===== src/rtl/crc_pkg.sv =====
// crc_pkg: shared CRC-5 scheduler constants and FSM state encoding
package crc_pkg;
  localparam int DATA_W = 10;
  localparam int CRC_W = 5;
  localparam logic [CRC_W-1:0] POLY = 5'b00101;
  typedef enum logic [1:0] {IDLE, SHIFT, OUT} state_t;
endpackage


===== src/rtl/crc5_serial.sv =====
// crc5_serial: bit-serial MSB-first CRC register (clk, rst async, clr, en, bit_in -> crc)
module crc5_serial #(
  parameter int CRC_W = crc_pkg::CRC_W,
  parameter logic [CRC_W-1:0] POLY = crc_pkg::POLY
) (
  input  logic             clk,
  input  logic             rst,
  input  logic             clr,
  input  logic             en,
  input  logic             bit_in,
  output logic [CRC_W-1:0] crc
);
  logic fb;
  assign fb = crc[CRC_W-1] ^ bit_in;
  always_ff @(posedge clk or posedge rst)
    if (rst) crc <= '0;
    else if (clr) crc <= '0;
    else if (en) crc <= {crc[CRC_W-2:0], 1'b0} ^ (fb ? POLY : '0);
endmodule


===== src/rtl/crc_sched.sv =====
// crc_sched: round-robin 2-requester arbiter feeding a bit-serial CRC-5 codeword generator
// ports: clk, rst (async), req[1:0], data0/data1 payloads -> gnt pulse, busy,
//        out_valid/out_id/data_out {payload,crc} with out_ready handshake
module crc_sched #(
  parameter int DATA_W = crc_pkg::DATA_W,
  parameter int CRC_W = crc_pkg::CRC_W,
  parameter logic [CRC_W-1:0] POLY = crc_pkg::POLY
) (
  input  logic                    clk,
  input  logic                    rst,
  input  logic [1:0]              req,
  input  logic [DATA_W-1:0]       data0,
  input  logic [DATA_W-1:0]       data1,
  output logic [1:0]              gnt,
  output logic                    busy,
  output logic                    out_valid,
  output logic                    out_id,
  output logic [DATA_W+CRC_W-1:0] data_out,
  input  logic                    out_ready
);
  import crc_pkg::*;
  localparam int CNT_W = $clog2(DATA_W + 1);
  state_t state, nxt;
  logic [DATA_W-1:0] payload, sh;
  logic [CNT_W-1:0] cnt;
  logic [CRC_W-1:0] crc;
  logic ptr, id, win, take, done, acc;
  // ptr holds the last winner; reset to 1 so requester 0 is favoured first
  assign win = &req ? ~ptr : req[1];
  assign take = state == IDLE && |req;
  // cnt reaches DATA_W one cycle after the last bit, so the CRC is final when OUT loads
  assign done = state == SHIFT && cnt == CNT_W'(DATA_W);
  assign acc = state == OUT && out_ready;
  assign busy = state != IDLE;
  crc5_serial #(.CRC_W(CRC_W), .POLY(POLY)) u_crc (
    .clk(clk),
    .rst(rst),
    .clr(take),
    .en(state == SHIFT && !done),
    .bit_in(sh[DATA_W-1]),
    .crc(crc)
  );
  always_ff @(posedge clk or posedge rst)
    if (rst) state <= IDLE;
    else state <= nxt;
  always_comb begin
    nxt = state;
    nxt = take ? SHIFT : done ? OUT : acc ? IDLE : state;
  end
  always_ff @(posedge clk or posedge rst)
    if (rst) begin
      gnt <= '0;
      ptr <= 1'b1;
      id <= 1'b0;
      payload <= '0;
      sh <= '0;
      cnt <= '0;
      out_valid <= 1'b0;
      out_id <= 1'b0;
      data_out <= '0;
    end else begin
      gnt <= take ? (win ? 2'b10 : 2'b01) : 2'b00;
      if (take) begin
        ptr <= win;
        id <= win;
        payload <= win ? data1 : data0;
        sh <= win ? data1 : data0;
        cnt <= '0;
      end else if (state == SHIFT && !done) begin
        sh <= {sh[DATA_W-2:0], 1'b0};
        cnt <= cnt + 1'b1;
      end
      if (done) begin
        out_valid <= 1'b1;
        out_id <= id;
        data_out <= {payload, crc};
      end else if (acc) begin
        out_valid <= 1'b0;
        out_id <= 1'b0;
        data_out <= '0;
      end
    end
endmodule


===== config.mk =====
export PLATFORM = sky130hd
export DESIGN_NAME = crc_sched
export DESIGN_NICKNAME = d
export VERILOG_FILES = /design/src/rtl/crc_pkg.sv /design/src/rtl/crc5_serial.sv /design/src/rtl/crc_sched.sv
export SDC_FILE = /design/constraint.sdc
export NUM_CORES = 1
export LEC_CHECK = 0
export BUFFER_PORTS_ARGS = -buffer_cell sky130_fd_sc_hd__buf_2
export CORE_MARGIN = 2
export CORE_UTILIZATION = 58
export CTS_CLUSTER_SIZE = 16
export DETAILED_ROUTE_END_ITERATION = 16
export PLACE_DENSITY = 0.83
export SYNTH_ARGS = -nofsm -noshare
export SYNTH_HDL_FRONTEND = slang
export SYNTH_HIERARCHICAL = 1
export SYNTH_SLANG_ARGS = --single-unit

===== constraint.sdc =====
create_clock -name clk -period 5.1 [get_ports clk]
set_input_delay 0.51 -clock clk [delete_from_list [all_inputs] [get_ports clk]]
set_output_delay 0.51 -clock clk [all_outputs]
set_load 0.01 [all_outputs]

==> flow_summary.yaml <==
clocking:
  tritoncts: "built"
  hold_buffers: 0
  numCtsBuffers: 5
  clock-root-buffer: "clkbuf_8"
  insertion_delay_ps: 310
  clock_path_buffers: 2
  cts_sinks: 52
  clk_pin_slew_ps: 90
  htree_levels: 2
  post_cts_resized: 0
  cts_setup_buffers: 0
timing:
  maxSlewHeadroom_pct: 16.4
  skew_ps: 8.28
  finalCritPeriodShare_pct: 50.4
  fin_setup_tns_ps: 0
  drv_slew: 0
  tightest_slew_ps: 1250
  rsz0062_at_grt: "no"
  period_needed_ps: 2570
  hold_violations: 0
  finalSetupViolCount: 0
  fmax_ghz: 0.389
synthesis:
  avgSynthCellArea_um2: 11.3
  ys.warnings.count: 6
  synth_area_mm2: 0.00232
  ys_ff_latch: 52
  syn_nets: 233
  syn_inst: 206
  synth_flop_cell: "dfrtp_1"
  synth_edf_count: 0
  seq_area_frac_synth_pct: 56.1
  yosysUniqueCellTypes: 37
  async_flop_share_pct: 100
final_layout:
  final_cell_mix: "dfrtp_1, buf_2, nand3_1"
  nFillCells: 309
  final_common_cell: "dfrtp_1"
  ff_latch_area_mm2: 0.00130
  drive_gt1_share_pct: 24.6
  multiInputGateArea_um2: 882
  final_area_mm2: 0.00262
  nets: 270
  insertedDiodeCount: 0
  area_growth_pct: 12.8
global_routing:
  antenna_found_initial: 0
  grt_use_total_pct: 24.9
  grt_overflow: 0
  grt_pass1_wl_um: 8340
  grt_pass1_vias: 1707
  grt_max_degree: 48
pwr:
  p_leak_nw: 1.31
  power_density_mw_per_mm2: 621
  vdd_drop_max_uv: 267
floorplan:
  dieArea_mm2: 0.00452
  die_w_um: 67.2
  initial_core_util_pct: 62.0
  placeableCoreArea_mm2: 0.00374
  fp.dieH_um: 67.2
  fp-row-count: 22
  io_pins: 45
critical_path:
  reg2reg_slack_ps: 2780
  slowest_stage: "nor2_1"
  crit_fanout: 22
  crit_arrival_ps: 2060
  critPathKind: "flip-flop to output pin"
  slowest_delay_ps: 680
  critPathLaunchType: "flip-flop"
  critPathRequiredTime_ps: 4590
  ff2ff_path_depth: 5
  path_cells: "nor2_1 > inv_2 > buf_2"
  r2r_start: "state[0]$_DFFE_PP0P_"
  timing.rr.end: "u_crc/crc[2]$_DFFE_PP0P_"
  critPathCaptureType: "output pin"
place:
  place_area_mm2: 0.00252
  dp_hpwl_um: 3230
  place_congestion: 0.822
  port_buffers: 44
run_status:
  status: "finished clean"
routing:
  firstDrtPassIters: 4
  vias_per_cell: 6.39
  num_vias: 1866
  drc: 0
  postRouteAntennaNets: 0
  wl_per_cell_um: 16.6
  wl_um: 4850
  drtIter0Drc: 143
worst_hold_path:
  hp-class: "input pin to asynchronous set/reset pin"
run:
  cap_violations: 0
[cell type report]
type | instances | share of cell area, %
flip-flops and latches | 52 | 49.8
clock inverters | 2 | 0.382
inverters | 16 | 2.29
repair buffers | 44 | 8.41
multi-input cells | 124 | 33.7
well taps | 48 | 2.29
clock buffers | 6 | 3.15
[through the flow]
stage / hold slack (ps) / setup WS (ps) / total power [mW] / std cells / utilization, %
3_5_place_dp: 437 / 2700 / 1.39 / 284 / 67.4
5_1_grt: 116 / 2360 / 1.76 / 292 / 69.9
3_3_place_gp: 428 / 2770 / 1.37 / 284 / 67.4
6_report: 104 / 2530 / 1.62 / 292 / 69.9
2_1_floorplan: 289 / 3470 / 1.24 / 206 / -
4_1_cts: 106 / 2530 / 1.63 / 292 / 69.9
[Yosys cell counts, types with 3 or more instances]
| master | count | area [um^2] |
|---|---|---|
| a32oi_1 | 9 | 78.8 |
| a22o_1 | 16 | 140 |
| o32ai_1 | 9 | 78.8 |
| buf_2 | 6 | 30.0 |
| nand3_1 | 20 | 100 |
| nand2_1 | 4 | 15.0 |
| buf_4 | 4 | 30.0 |
| nand4_1 | 10 | 62.6 |
| nand2b_1 | 3 | 18.8 |
| o21ai_0 | 14 | 70.1 |
| clkbuf_1 | 4 | 15.0 |
| dfrtp_1 | 51 | 1280 |
| nor2_1 | 8 | 30.0 |
| a21o_1 | 3 | 22.5 |
| mux2i_1 | 5 | 50.1 |
| inv_1 | 15 | 56.3 |
[cell families (layout without fill, tap and decap cells)]
kind of cell               Yosys count  in the layout  synth area share [%]
muxes                                5              5                  2.16
adders and majority gates            2              2                  1.08
xor gates and xnor gates             1              1                 0.378
DFF                                 52             52                  56.1
AOI/OAI and AO/OA                   61             61                  20.9
buffers and inverters               30             68                  5.82
and+or+nand+nor                     55             55                  13.5
[worst max-delay path: cells and delay by family (launching register included)]
kind	cells	cell delay [ps]
buf+inv	2	590
flops	1	470
simple gates	1	680
[power breakdown]
| part | switching (mW) | internal, mW |
|---|---|---|
| Clock | 0.131 | 0.108 |
| Sequential | 0.119 | 0.601 |
| Combinational | 0.369 | 0.296 |
[state kept, by name, indices dropped and copies added, names as in the netlist, 2 cells and up]
| name | cells |
|---|---|
| cnt | 4 |
| data_out | 15 |
| gnt | 2 |
| payload | 10 |
| sh | 10 |
| state | 2 |
| u_crc/crc | 5 |
[worst max path at each step]
stage / slack [ps] / start / cells past startpoint / endpoint
final: 2530 / state[0]$_DFFE_PP0P_ / 3 / busy
after global routing: 2360 / state[0]$_DFFE_PP0P_ / 3 / busy
after CTS: 2530 / state[0]$_DFFE_PP0P_ / 3 / busy
after global placement: 2770 / req[0] / 4 / sh[0]$_DFFE_PP0P_
after floorplan: 3470 / cnt[0]$_DFFE_PP0P_ / 8 / u_crc/crc[1]$_DFFE_PP0P_
after detailed placement: 2700 / req[0] / 4 / sh[0]$_DFFE_PP0P_
[metal layers]
metal | vias to the layer above | GRT usage (%) | wire length, um
met5 | - | 0 | 0
met3 | 7 | 6.00 | 313
met1 | 931 | 36.0 | 2250
met2 | 80 | 36.4 | 2230
li1 | 848 | - | -
met4 | 0 | 9.18 | 59
Note: power is estimated with default switching activity, not from simulation.
